### config.mk
export PLATFORM = sky130hd
export DESIGN_NAME = debug_unit
export DESIGN_NICKNAME = d
export VERILOG_FILES = /design/src/rtl/debug_unit.sv
export SDC_FILE = /design/constraint.sdc
export NUM_CORES = 1
export LEC_CHECK = 0
export CAP_MARGIN = 20
export CORE_MARGIN = 10
export CORE_UTILIZATION = 50
export DETAILED_ROUTE_END_ITERATION = 8
export PLACE_DENSITY = 0.9
export REMOVE_ABC_BUFFERS = 1
export SYNTH_ARGS = -nofsm -noshare
export SYNTH_HDL_FRONTEND = slang
export SYNTH_SLANG_ARGS = --single-unit
export TNS_END_PERCENT = 5
### constraint.sdc
create_clock -name i_clk -period 4.52 [get_ports i_clk]
set_input_delay 0.904 -clock i_clk [delete_from_list [all_inputs] [get_ports i_clk]]
set_output_delay 0.904 -clock i_clk [all_outputs]
set_load 0.03 [all_outputs]
### src/rtl/debug_unit.sv
// rtl/debug_unit.sv - MIPS pipeline debug controller: host command decode, program load, run/step, state dump
module debug_unit #(
    parameter int NB_IF_ID    = 64,
    parameter int NB_ID_EX    = 139,
    parameter int NB_EX_MEM   = 76,
    parameter int NB_MEM_WB   = 71,
    parameter int N_REGS      = 32,
    parameter int N_MEM_WORDS = 32
) (
    input  logic                 i_clk,
    input  logic                 i_reset,
    input  logic [7:0]           i_rx_data,
    input  logic                 i_rx_valid,
    output logic [7:0]           o_tx_data,
    output logic                 o_tx_start,
    input  logic                 i_tx_done,
    input  logic                 i_end_of_program,
    output logic                 o_halt,
    output logic                 o_write_instruction_mem,
    output logic [31:0]          o_instruction_mem_addr,
    output logic [31:0]          o_instruction_mem_data,
    output logic [4:0]           o_r_addr_registers,
    input  logic [31:0]          i_r_data_registers,
    output logic [4:0]           o_r_addr_data_mem,
    input  logic [31:0]          i_r_data_data_mem,
    input  logic [NB_IF_ID-1:0]  i_IF_ID,
    input  logic [NB_ID_EX-1:0]  i_ID_EX,
    input  logic [NB_EX_MEM-1:0] i_EX_MEM,
    input  logic [NB_MEM_WB-1:0] i_MEM_WB
);

    localparam int W_IF_ID  = 8 * ((NB_IF_ID + 7) / 8);
    localparam int W_ID_EX  = 8 * ((NB_ID_EX + 7) / 8);
    localparam int W_EX_MEM = 8 * ((NB_EX_MEM + 7) / 8);
    localparam int W_MEM_WB = 8 * ((NB_MEM_WB + 7) / 8);
    localparam int NB_SNAP  = W_IF_ID + W_ID_EX + W_EX_MEM + W_MEM_WB;
    localparam int N_LATCH_BYTES = NB_SNAP / 8;
    localparam logic [5:0] LAST_LATCH_BYTE = 6'(N_LATCH_BYTES - 1);
    localparam logic [4:0] LAST_REG        = 5'(N_REGS - 1);
    localparam logic [4:0] LAST_MEM_WORD   = 5'(N_MEM_WORDS - 1);

    typedef enum logic [3:0] {
        S_IDLE, S_LOAD_COUNT, S_LOAD_DATA, S_ACK, S_RUN, S_STEP,
        S_SNAP, S_LATCH, S_WORD_WAIT, S_WORD_CAP, S_WORD_SEND
    } state_t;

    state_t state, next_state;

    logic               tx_busy;
    logic               tx_fire;
    logic [7:0]         tx_byte;
    logic [NB_SNAP-1:0] snap;
    logic [5:0]         lat_cnt;
    logic [7:0]         instr_count;
    logic [7:0]         word_idx;
    logic [1:0]         byte_cnt;
    logic [23:0]        load_word;
    logic [31:0]        dump_word;
    logic               mem_phase;

    logic [W_IF_ID-1:0]  if_id_ext;
    logic [W_ID_EX-1:0]  id_ex_ext;
    logic [W_EX_MEM-1:0] ex_mem_ext;
    logic [W_MEM_WB-1:0] mem_wb_ext;

    assign if_id_ext  = W_IF_ID'(i_IF_ID);
    assign id_ex_ext  = W_ID_EX'(i_ID_EX);
    assign ex_mem_ext = W_EX_MEM'(i_EX_MEM);
    assign mem_wb_ext = W_MEM_WB'(i_MEM_WB);

    always_ff @(posedge i_clk) begin
        if (!i_reset) state <= S_IDLE;
        else          state <= next_state;
    end

    always_comb begin
        next_state = state;
        tx_fire    = 1'b0;
        tx_byte    = 8'h00;
        case (state)
            S_IDLE: begin
                if (i_rx_valid) begin
                    case (i_rx_data)
                        8'h4C:   next_state = S_LOAD_COUNT;
                        8'h43:   next_state = i_end_of_program ? S_SNAP : S_RUN;
                        8'h53:   next_state = S_STEP;
                        default: next_state = S_IDLE;
                    endcase
                end
            end
            S_LOAD_COUNT: begin
                if (i_rx_valid) next_state = (i_rx_data == 8'd0) ? S_ACK : S_LOAD_DATA;
            end
            S_LOAD_DATA: begin
                if (i_rx_valid && byte_cnt == 2'd3 && word_idx == instr_count - 8'd1)
                    next_state = S_ACK;
            end
            S_ACK: begin
                if (!tx_busy) begin
                    tx_fire    = 1'b1;
                    tx_byte    = 8'h06;
                    next_state = S_IDLE;
                end
            end
            S_RUN:  if (i_end_of_program) next_state = S_SNAP;
            S_STEP: next_state = S_SNAP;
            S_SNAP: next_state = S_LATCH;
            S_LATCH: begin
                if (!tx_busy) begin
                    tx_fire = 1'b1;
                    tx_byte = snap[NB_SNAP-1 -: 8];
                    if (lat_cnt == LAST_LATCH_BYTE) next_state = S_WORD_WAIT;
                end
            end
            S_WORD_WAIT: next_state = S_WORD_CAP;
            S_WORD_CAP:  next_state = S_WORD_SEND;
            S_WORD_SEND: begin
                if (!tx_busy) begin
                    tx_fire = 1'b1;
                    tx_byte = dump_word[31:24];
                    if (byte_cnt == 2'd3)
                        next_state = (mem_phase && o_r_addr_data_mem == LAST_MEM_WORD) ? S_IDLE : S_WORD_WAIT;
                end
            end
            default: next_state = S_IDLE;
        endcase
    end

    always_ff @(posedge i_clk) begin
        if (!i_reset) begin
            o_tx_data               <= 8'h00;
            o_tx_start              <= 1'b0;
            o_halt                  <= 1'b1;
            o_write_instruction_mem <= 1'b0;
            o_instruction_mem_addr  <= 32'd0;
            o_instruction_mem_data  <= 32'd0;
            o_r_addr_registers      <= 5'd0;
            o_r_addr_data_mem       <= 5'd0;
            tx_busy                 <= 1'b0;
            snap                    <= '0;
            lat_cnt                 <= 6'd0;
            instr_count             <= 8'd0;
            word_idx                <= 8'd0;
            byte_cnt                <= 2'd0;
            load_word               <= 24'd0;
            dump_word               <= 32'd0;
            mem_phase               <= 1'b0;
        end else begin
            o_tx_start              <= 1'b0;
            o_write_instruction_mem <= 1'b0;
            o_halt                  <= !(next_state == S_RUN || next_state == S_STEP);

            // tx_fire only happens while idle, so a done strobe with nothing pending is harmless
            if (i_tx_done) tx_busy <= 1'b0;
            if (tx_fire) begin
                tx_busy    <= 1'b1;
                o_tx_start <= 1'b1;
                o_tx_data  <= tx_byte;
            end

            case (state)
                S_LOAD_COUNT: begin
                    if (i_rx_valid) begin
                        instr_count <= i_rx_data;
                        word_idx    <= 8'd0;
                        byte_cnt    <= 2'd0;
                    end
                end
                S_LOAD_DATA: begin
                    if (i_rx_valid) begin
                        load_word <= {load_word[15:0], i_rx_data};
                        byte_cnt  <= byte_cnt + 2'd1;
                        if (byte_cnt == 2'd3) begin
                            o_write_instruction_mem <= 1'b1;
                            o_instruction_mem_data  <= {load_word, i_rx_data};
                            o_instruction_mem_addr  <= {22'd0, word_idx, 2'b00};
                            word_idx                <= word_idx + 8'd1;
                        end
                    end
                end
                S_SNAP: begin
                    snap    <= {if_id_ext, id_ex_ext, ex_mem_ext, mem_wb_ext};
                    lat_cnt <= 6'd0;
                end
                S_LATCH: begin
                    if (!tx_busy) begin
                        snap    <= snap << 8;
                        lat_cnt <= lat_cnt + 6'd1;
                        if (lat_cnt == LAST_LATCH_BYTE) begin
                            mem_phase          <= 1'b0;
                            o_r_addr_registers <= 5'd0;
                            o_r_addr_data_mem  <= 5'd0;
                        end
                    end
                end
                S_WORD_CAP: begin
                    dump_word <= mem_phase ? i_r_data_data_mem : i_r_data_registers;
                    byte_cnt  <= 2'd0;
                end
                S_WORD_SEND: begin
                    if (!tx_busy) begin
                        dump_word <= dump_word << 8;
                        byte_cnt  <= byte_cnt + 2'd1;
                        // mem_phase doubles as the register-pass done flag, so index 31 never wraps to 0
                        if (byte_cnt == 2'd3) begin
                            if (!mem_phase) begin
                                if (o_r_addr_registers == LAST_REG) mem_phase <= 1'b1;
                                else o_r_addr_registers <= o_r_addr_registers + 5'd1;
                            end else if (o_r_addr_data_mem != LAST_MEM_WORD) begin
                                o_r_addr_data_mem <= o_r_addr_data_mem + 5'd1;
                            end
                        end
                    end
                end
                default: ;
            endcase
        end
    end

endmodule

After elaboration in Yosys (flattened, before gate mapping)
Index checks and enable logic that the tools add are counted.
W data, S select, Z words.

operators by class
  muxes and demuxes = 58
  add/sub/neg operators = 6
  equal/unequal tests = 32
  magnitude comparators = 0
  divide/modulo/power cells = 0
  reductions and logical operators = 25
  shifts and indexed selects = 0
  multipliers = 0
  bitwise gates (word level) = 0

operators with widths
  operator               count
  $pmux W360 S2          1
  $mux W360              1
  $mux W32               2
  $pmux W32 S2           1
  $mux W5                10
  $pmux W4 S11           1
  $mux W4                10
  $mux W8                5
  $eq A4 B3 Y1 const B   6
  $eq A8 B7 Y1 const B   3
  $pmux W8 S3            1
  $ne A2 B2 Y1 const B   11
  $pmux W5 S2            2
  $pmux W8 S2            1
  $reduce_and A7 Y1      2
  $mux W1                13
  $eq A4 B4 Y1 const B   3
  $pmux W6 S2            1
  $add A5 B1 Y5 const B  2
  $eq A5 B5 Y1 const B   2
  $reduce_bool A2 Y1     5
  $pmux W3 S3            1
  $add A8 B1 Y8 const B  1
  $eq A4 B2 Y1 const B   2
  24 further kinds       34

word-level totals
  bits of input ports = 427
  bits in writable memories = 0
  register bits after elaboration = 507
  output and inout bits = 85
  logic and storage cells = 139
  bits in latches = 0
  memories kept = 0
  memory bits (read-only) = 0

Logic depth before layout (Yosys ltp)
Gate-level depths: netlist of the first run.

  depth in word-level cells = 9
  mapped depth = 8
  gate-level depth less buffers = 8

Least setup slack after synthesis of the first run
OpenSTA, ideal clock, no wires.

  path type = input-to-reg
  from = input i_rx_valid
  to = register word_idx[6]
  library setup time = 119 ps
  stages on the path = 6
  required time = 4401 ps
  buffers on the path = 1
  arrival = 1980 ps
  slack = 2421 ps
  path through = or3b_2 -> nor2_2 -> buf_2 -> o2111ai_1 -> xor2_1 -> nor2_1

between the ends
  word-level cells in the longest chain between the ends = 2
  elaborated cells on any way between the ends = 3
  those cells by class = eq/ne (2); reduce/logical (1)

RTL lines
  element                        RTL line  source
  start, declared                13        input logic i_rx_valid,
  $ne A2 B2 Y1 (no line)         n/a
  $reduce_and A4 Y1 (no line) *  n/a
  end signal, assigned           177       word_idx <= word_idx + 8'd1;
  end, declared                  55        logic [7:0] word_idx;

Every way passes the cells marked *; elsewhere a longest branch is shown, timed or not.
A chain may end at the register's enable or synchronous reset.

Worst setup path in the final report of the first run
  from = register state[2]
  to = register dump_word[31]

between the ends
  word-level cells in the longest chain between the ends = 3
  elaborated cells on any way between the ends = 6
  those cells by class = eq/ne (3); mux (1); reduce/logical (2)

RTL lines
  element                                                              RTL line  source
  start, declared                                                      47        state_t state, next_state;
  start signal, assigned                                               73        else state <= next_state;
  $eq A4 B4 Y1                                                         161       case (state)
  $ne A2 B2 Y1 (no line) / $reduce_bool A2 Y1 (equally long branches)  n/a
  $reduce_and A2 Y1 (no line)                                          n/a
  end signal, assigned                                                 197       dump_word <= mem_phase ? i_r_data_data_mem : i_r_data_registers;
  end signal, assigned                                                 202       dump_word <= dump_word << 8;
  end, declared                                                        58        logic [31:0] dump_word;

Several ways; a longest one is shown, not always the timed one.

==> results by group, run 1 <==
STA
  • Max-slew violations: 0
  • Worst relative slew slack: a little under a third
  • Final hold vios: 0
  • Post-layout min period: between 3 and 4 ns
  • Slew of the pin with the lowest slew margin: between 1 and 1.5 ns
  • Clock skew after layout: ~0.024 ns
  • Smallest hold slack: between 0.4 and 0.5 ns
  • Final worst-path setup slack: 1.407 ns
  • RSZ-0062 raised after global routing: no
  • Highest clock frequency the design can meet: 321.2 MHz
  • Final count of negative-setup-slack endpoints: 0
  • Final total negative setup slack: 0 ns
  • Fin crit share: around 70%

Run status
  • Outcome: finished, final reports clean

Clock network
  • Number of H-tree branching levels: 2
  • Post-cts resize count: 0
  • Reg clk slew, reported paths: about 0.070 ns
  • Number of buffers on the longest clock path: 3
  • Number of buffers created by CTS: between 50 and 60
  • Clock latency reported for the late side of the worst-skew pair: 0.59 ns
  • Clock sinks: between 500 and 600
  • Total of hold buffers inserted after clock tree synthesis: 0
  • Clock root cell: sky130_fd_sc_hd__clkbuf_16
  • CTS tree: built
  • Postcts setup bufs: 0

Finish
  • Layout cells sized above 1: under 10%
  • Share of the core filled with cells in the final layout: roughly two thirds
  • P&R area growth vs syn: 31.22%
  • Nets: approximately 3.6k
  • Final non-filler cell total: 3794

Floorplan
  • Floorplan die area: 0.05276 mm2
  • Die X: 229.7 um
  • Placement Rows: 76
  • CORE AREA: roughly 0.043 mm2
  • Die height: approximately 230 um
  • Starting density of the core: 50.82%
  • I/O Pins: ~510

Place
  • Number of port buffers: 487
  • Worst setup timing slack at the placement stage: roughly 1.3 ns
  • Final weighted congestion in routability-driven placement: a little under 0.9
  • Detailed Place HPWL: between 40000 and 50000 um
  • Total placed cells including tap cells: 3694

Routing
  • Wire length reported by the detailed router: approximately 68000 um
  • Final routed wire length divided by cell count: approximately 18 um
  • Top Metal Used: met5
  • Total iterations of the first detailed-routing run: 7
  • Met1 wire length: between 20000 and 30000 um
  • Vias/cell: 5.621
  • Routed length on met2: around 32000 um
  • Iteration-0 DRC Markers: between 1.5k and 2k
  • Routed wl met3: ~6000 um
  • Number of nets with antenna violations after routing: 0
  • Drc violations: 0
  • Vias: roughly 21k

Power
  • Leakage: ~10 nW
  • Power density relative to cell area: 337.9 mW/mm2
  • Peak supply drop: between 200 and 300 uV

Setup path
  • Required time at the worst-slack endpoint: approximately 5.0 ns
  • CP max FO: 34
  • Kind of critical path: register to register
  • Cell class contributing the biggest share of worst-path delay: compound AO/OA/AOI/OAI gates
  • Startpoint class of the critical path: register
  • CP Cell Sequence: nand4bb_1, a21boi_4, buf_4, a211oi_1, a21oi_1, nor2_1
  • Buffers plus inverters on the worst setup path: 1
  • Highest cell delay on the worst timing path: between 0.8 and 0.9 ns
  • WP data arrival: between 3 and 4 ns
  • Cell with the largest stage delay on the worst path: sky130_fd_sc_hd__a21boi_4
  • Capturing element type of the critical path: register

Synthesis
  • Number of register bits inferred by synthesis: ~510
  • Flip-flop cell with the highest count after synthesis: sky130_fd_sc_hd__dfxtp_1
  • Number of synthesized flops with an enable pin: 0
  • Syn Inst Count: ~2.8k
  • Number of distinct library cells after synthesis: 57
  • FFs w/ async S/R, synth: 0%
  • Number of warnings issued by yosys: 0
  • Sequential element share of the synthesized area: 46.16%
  • Mean Syn Cell Area: between 7 and 8 um2
  • Synth Cell Area: about 0.022 mm2

Flow run
  • Max cap viols: 0

Min path
  • Hold Crit Class: register to register

Global route
  • Global-route wire length before repair: roughly 110000 um
  • Pin count of the biggest net entering global routing: ~150
  • All-layer global routing usage: between 20% and 30%
  • Antenna violations before repair: 8
  • Overflow left after global routing: 0
  • Number of global-route vias before repair: between 20k and 25k
sequential cells by signal, summed over array words and instances, names as in the netlist:
register / count
mem_phase: 1
word_idx: 8
state: 4
o_instruction_mem_addr: 8
o_halt: 1
snap: 360
instr_count: 8
o_write_instruction_mem: 1
dump_word: 32
lat_cnt: 6
load_word: 24
tx_busy: 1
o_instruction_mem_data: 32
o_tx_data: 8
o_tx_start: 1
o_r_addr_registers: 5
byte_cnt: 2
o_r_addr_data_mem: 5
area by class of cell:
type | instances | area, um2
flip-flops and latches | 507 | 10150
inverters | 9 | 41.29
multi-input cells | 2063 | 10620
clock inverters | 28 | 395.4
clock buffers | 69 | 1476
well taps | 585 | 732.0
diodes | 3 | 7.507
fillers | 3289 | 14420
repair buffers | 530 | 5423
worst min-delay path, cell delays in order (launching register included):
cell                       delay [ns]
sky130_fd_sc_hd__dfxtp_1         0.31
sky130_fd_sc_hd__nand2_1         0.05
sky130_fd_sc_hd__a311oi_1        0.07
cells in the mapped netlist (2+ instances only):
library cell / instances / area (um2)
sky130_fd_sc_hd__nand3_1: 23 / 115.1
sky130_fd_sc_hd__and4_1: 2 / 17.52
sky130_fd_sc_hd__inv_1: 8 / 30.03
sky130_fd_sc_hd__o2111ai_1: 4 / 35.03
sky130_fd_sc_hd__a31oi_1: 11 / 68.82
sky130_fd_sc_hd__a22oi_1: 19 / 142.6
sky130_fd_sc_hd__nor3_1: 4 / 20.02
sky130_fd_sc_hd__a211oi_1: 24 / 180.2
sky130_fd_sc_hd__nand4_1: 9 / 56.30
sky130_fd_sc_hd__and2_1: 6 / 37.54
sky130_fd_sc_hd__a21oi_1: 126 / 630.6
sky130_fd_sc_hd__nand2_1: 867 / 3254
sky130_fd_sc_hd__o21ai_0: 19 / 95.09
sky130_fd_sc_hd__dfxtp_1: 507 / 10150
sky130_fd_sc_hd__xnor2_1: 6 / 52.55
sky130_fd_sc_hd__or3_1: 6 / 37.54
sky130_fd_sc_hd__a311oi_1: 342 / 2995
sky130_fd_sc_hd__and3_1: 9 / 56.30
sky130_fd_sc_hd__buf_1: 13 / 48.80
sky130_fd_sc_hd__nand4bb_1: 2 / 22.52
sky130_fd_sc_hd__nor3b_1: 3 / 22.52
sky130_fd_sc_hd__mux2i_1: 35 / 350.3
sky130_fd_sc_hd__clkbuf_1: 123 / 461.7
sky130_fd_sc_hd__nand3b_1: 2 / 15.01
sky130_fd_sc_hd__o31ai_1: 3 / 22.52
sky130_fd_sc_hd__xor2_1: 14 / 122.6
sky130_fd_sc_hd__nor3b_2: 2 / 25.02
sky130_fd_sc_hd__buf_2: 118 / 590.6
sky130_fd_sc_hd__ha_1: 9 / 112.6
sky130_fd_sc_hd__a21o_1: 2 / 15.01
sky130_fd_sc_hd__nor2_1: 446 / 1674
sky130_fd_sc_hd__nor4_1: 5 / 31.28
sky130_fd_sc_hd__nor2b_1: 8 / 50.05
sky130_fd_sc_hd__nand2b_1: 10 / 62.56
sky130_fd_sc_hd__a2111oi_2: 2 / 30.03
sky130_fd_sc_hd__buf_4: 25 / 187.7
cells in the final DEF (no fill, tap or decap), types with 9 or more instances in the layout:
cell type	n
sky130_fd_sc_hd__nand2_1	867
sky130_fd_sc_hd__dfxtp_1	506
sky130_fd_sc_hd__clkdlybuf4s50_1	487
sky130_fd_sc_hd__nor2_1	446
sky130_fd_sc_hd__a311oi_1	342
sky130_fd_sc_hd__a21oi_1	126
sky130_fd_sc_hd__clkbuf_16	53
sky130_fd_sc_hd__mux2i_1	35
sky130_fd_sc_hd__buf_4	25
sky130_fd_sc_hd__a211oi_1	24
sky130_fd_sc_hd__conb_1	24
sky130_fd_sc_hd__nand3_1	23
sky130_fd_sc_hd__a22oi_1	19
sky130_fd_sc_hd__o21ai_0	19
sky130_fd_sc_hd__buf_12	18
sky130_fd_sc_hd__xor2_1	14
sky130_fd_sc_hd__clkinv_2	12
sky130_fd_sc_hd__a31oi_1	11
sky130_fd_sc_hd__nand2b_1	10
sky130_fd_sc_hd__nand4_1	9
sky130_fd_sc_hd__ha_1	9
sky130_fd_sc_hd__clkbuf_8	9
sky130_fd_sc_hd__bufinv_16	9
cell families after synthesis:
kind of cell | share of synthesized area, %
AOI/OAI and AO/OA | 19.58
adders and majority gates | 0.5122
and+or+nand+nor | 25.32
other | 0.01706
xor gates and xnor gates | 0.7967
DFF | 46.16
muxes | 1.593
buffers and inverters | 6.015
report_power, final:
group | leakage [nW] | internal, mW | switching [mW]
sequential | 4.08 | 4.47 | 0.000910
clock | 0.921 | 2.82 | 1.84
combinational | 5.02 | 0.373 | 0.250
routing by layer:
| layer | up-vias | track usage, % |
|---|---|---|
| met3 | 140 | 6.686 |
| li1 | 10430 | - |
| met5 | - | 0 |
| met2 | 839 | 40.24 |
| met1 | 9914 | 29.08 |
| met4 | 8 | 9.435 |
worst paths after layout:
| path | slack, ns | from | to | cells past startpoint |
|---|---|---|---|---|
| setup / recovery | 1.41 | state[2] | dump_word[31] | 6 |
| hold / removal | 0.45 | snap[211] | snap[219] | 2 |
| setup reg to reg | 1.41 | state[2] | dump_word[31] | 6 |
| hold reg to reg | 0.45 | snap[211] | snap[219] | 2 |
per-stage QoR:
step | power, mW | area (um2)
after global placement | 5.182 | 26970
after floorplan | 4.718 | 20780
after CTS | 9.792 | 28840
final | 9.747 | 28850
after detailed placement | 5.182 | 26970
after global routing | 10.01 | 28850
(Power assumes the default switching activity.)
==> run 2, diff against run 1 <==
--- a/config.mk
+++ b/config.mk
@@ -7,9 +7,9 @@
 export LEC_CHECK = 0
 export CAP_MARGIN = 20
 export CORE_MARGIN = 10
-export CORE_UTILIZATION = 50
+export CORE_UTILIZATION = 46
 export DETAILED_ROUTE_END_ITERATION = 8
-export PLACE_DENSITY = 0.9
+export PLACE_DENSITY = 0.87
 export REMOVE_ABC_BUFFERS = 1
 export SYNTH_ARGS = -nofsm -noshare
 export SYNTH_HDL_FRONTEND = slang
==> constraint.sdc (replaced) <==
create_clock -name i_clk -period 2.8 [get_ports i_clk]
set_input_delay 0.56 -clock i_clk [delete_from_list [all_inputs] [get_ports i_clk]]
set_output_delay 0.56 -clock i_clk [all_outputs]
set_load 0.03 [all_outputs]
==> run 2 against run 1 <==
Clock skew fell by 0.0025 ns. Largest power group unchanged. Hold slack got worse by 0.0012 ns. Final cell count grew 1.6%. Combinational power up 62%. Non-clock buffer count grew 33. Setup slack got worse by 0.92 ns. Routed wire length decreased by 1.5%. Flip-flop and latch count stayed put. Via count hardly changed. Sequential share of layout area decreased by 0.34 points. Core utilization is 5.4 points lower. Register-to-register slack got worse by 0.92 ns.
==> results by group, run 2 (synthesized netlist as in run 1, its figures left out) <==
Power
  • Power density relative to cell area: 530.5 mW/mm2 (+57%)
  • Peak supply drop: 391.9 uV (+33%)
  • Cell internal pwr: 12.12 mW (+58%)
  • Total Power Consumption: 15.46 mW (+59%)
  • Switching part of the total power: 21.57% (+0.16 points)
  • NetSw: 3.335 mW (+60%)
  • Share of power burned in combinational logic: 6.5% (about the same)
  • Register share of total power: 46.7% (+0.9 points)
  • Fraction of power consumed by the clock network: 46.8% (-1.0 points)
  • Leakage: 10.17 nW (+1.5%)

Routing
  • Number of nets with antenna violations after routing: 0 (unchanged)
  • Wire length reported by the detailed router: 66850 um (-1.5%)
  • Vias: 21.33k (+0.0047%)
  • Total iterations of the first detailed-routing run: 7 (unchanged)
  • Final routed wire length divided by cell count: 17.34 um (-3.1%)
  • Drc violations: 0 (unchanged)
  • Vias/cell: 5.532 (-1.6%)
  • Iteration-0 DRC Markers: 2015 (+1.1%)

Global route
  • GRT busiest layer: met2
  • Pin count of the biggest net entering global routing: 132 (-13%)
  • GR met2 Demand/Resource: 36.90% (-3.3 points)
  • Global routing usage on met1: 26.55% (-2.5 points)
  • Global-route wire length before repair: 103700 um (-2.0%)
  • Met3 track demand over resource in global routing: 6.766% (+0.080 points)
  • Overflow left after global routing: 0 (unchanged)
  • Antenna violations before repair: 11 (+3)
  • Number of global-route vias before repair: 20.01k (-1.2%)
  • All-layer global routing usage: 22.09% (-2.1 points)

STA
  • Fin crit share: 82.53% (+14 points)
  • Final count of negative-setup-slack endpoints: 0 (unchanged)
  • Clock skew after layout: 0.02189 ns (-0.002534 ns)
  • Final total negative setup slack: 0 ns (unchanged)
  • Max-slew violations: 0 (unchanged)
  • Slew of the pin with the lowest slew margin: 0.9797 ns (-0.06924 ns)
  • Final worst-path setup slack: 0.4891 ns (-0.9179 ns)
  • RSZ-0062 raised after global routing: no
  • Smallest hold slack: 0.4520 ns (-0.001161 ns)
  • Post-layout min period: 2.311 ns (-0.8021 ns)
  • Highest clock frequency the design can meet: 432.7 MHz (+35%)
  • Worst relative slew slack: 34.53% (+4.5 points)
  • Final hold vios: 0 (unchanged)

Finish
  • Share of the core filled with cells in the final layout: 61.28% (-5.4 points)
  • Number of flip-flops in the largest register: 360 (unchanged)
  • Nets: 3631 (+0.89%)
  • Largest Register: snap
  • Commonest cells after routing, fill and taps aside: 867 x sky130_fd_sc_hd__nand2_1, 506 x sky130_fd_sc_hd__dfxtp_1, 487 x sky130_fd_sc_hd__clkdlybuf4s50_1
  • Commonest non-fill, non-tap cell in the layout: sky130_fd_sc_hd__nand2_1
  • Fill cells: 3932 (+20%)
  • P&R area growth vs syn: 32.52%
  • Layout cells sized above 1: 5.501% (+0.92 points)
  • Largest regs: snap x360, dump_word x32, o_instruction_mem_data x32

Clock network
  • Postcts setup bufs: 0 (unchanged)
  • Number of buffers created by CTS: 51 (-1.9%)
  • Number of H-tree branching levels: 2 (unchanged)
  • Total of hold buffers inserted after clock tree synthesis: 0 (unchanged)
  • Post-cts resize count: 0 (unchanged)
  • Clock latency reported for the late side of the worst-skew pair: 0.59 ns (about the same)
  • Clock sinks: 507 (unchanged)
  • Number of buffers on the longest clock path: 3 (unchanged)
  • CTS tree: built
  • Reg clk slew, reported paths: 0.06 ns (about the same)
  • Clock root cell: sky130_fd_sc_hd__clkbuf_16

Flow run
  • Max cap viols: 0 (unchanged)

Setup path
  • Buffers plus inverters on the worst setup path: 2 (+1)
  • CP Cell Sequence: nor3b_1, buf_4, a21boi_4, buf_4, a211oi_1, a21oi_1, nor2_1
  • CP most frequent cell: sky130_fd_sc_hd__buf_4
  • Cell class contributing the biggest share of worst-path delay: compound AO/OA/AOI/OAI gates
  • Capturing element type of the critical path: register
  • Cell with the largest stage delay on the worst path: sky130_fd_sc_hd__a21boi_4
  • Kind of critical path: register to register
  • WP data arrival: 2.77 ns (-0.77 ns)
  • CP max FO: 38 (+12%)
  • Highest cell delay on the worst timing path: 0.75 ns (-0.09 ns)
  • Required time at the worst-slack endpoint: 3.26 ns (-1.69 ns)
  • Startpoint class of the critical path: register

Run status
  • Outcome: finished, final reports clean

Floorplan
  • Die X: 238.6 um (+3.9%)
  • Die height: 238.6 um (+3.9%)
  • I/O Pins: 512 (unchanged)
  • Starting density of the core: 46.24% (-4.6 points)
  • Placement Rows: 80 (+5.3%)
  • Floorplan die area: 0.05694 mm2 (+7.9%)
  • CORE AREA: 0.04755 mm2 (+9.9%)

Place
  • Number of port buffers: 487 (unchanged)
  • Final weighted congestion in routability-driven placement: 0.9020 (+2.2%)
  • Worst setup timing slack at the placement stage: 0.2162 ns (-1.122 ns)
  • Detailed Place HPWL: 47390 um (+2.1%)

Min path
  • Hold Crit Class: register to register
run 2: path summary, 6_finish.rpt:
| check | start | endpoint | slack, ns | depth (start not counted) |
|---|---|---|---|---|
| setup / recovery | state[0] | dump_word[29] | 0.49 | 7 |
| hold / removal | o_instruction_mem_data[18] | o_instruction_mem_data[18] | 0.45 | 2 |
| setup reg to reg | state[0] | dump_word[29] | 0.49 | 7 |
| hold reg to reg | o_instruction_mem_data[18] | o_instruction_mem_data[18] | 0.45 | 2 |
run 2: cell type report:
type | count | area, um2 | area share [%]
clock inverter | 27 | 346.6 | 1.190
inverter | 9 | 41.29 | 0.1417
tap | 615 | 769.5 | 2.641
multi-input combinational | 2063 | 10620 | 36.46
clock buffer | 67 | 1448 | 4.969
timing repair buffer | 563 | 5746 | 19.72
sequential | 507 | 10150 | 34.84
antenna | 4 | 10.01 | 0.03436
run 2: power groups by stage:
stage | combinational, mW | clock, mW | sequential, mW
6_report | 1.01 | 7.24 | 7.21
5_1_grt | 1.07 | 7.63 | 7.21
3_3_place_gp | 0.997 | 0 | 7.37
3_5_place_dp | 0.997 | 0 | 7.37
2_1_floorplan | 0.242 | 0 | 7.37
4_1_cts | 1.01 | 7.36 | 7.21
run 2: through the flow:
stage               cells  cell area, um2
floorplan            2579           20780
global placement     3757           27330
detailed placement   3757           27330
CTS                  3851           29130
global route         3851           29130
finish               3855           29140
run 2: metal layers:
metal | share of wire (%) | routed length [um]
met3 | 9.3 | 6242
met4 | 2.8 | 1895
met1 | 41 | 27110
met2 | 47 | 31490
met5 | 0.17 | 115
run 2: worst min-delay path, delay by kind of cell, from the launching register on:
| kind | cells | cell delay, ns |
|---|---|---|
| compound gates | 1 | 0.05 |
| simple gates | 1 | 0.05 |
| flops | 1 | 0.31 |
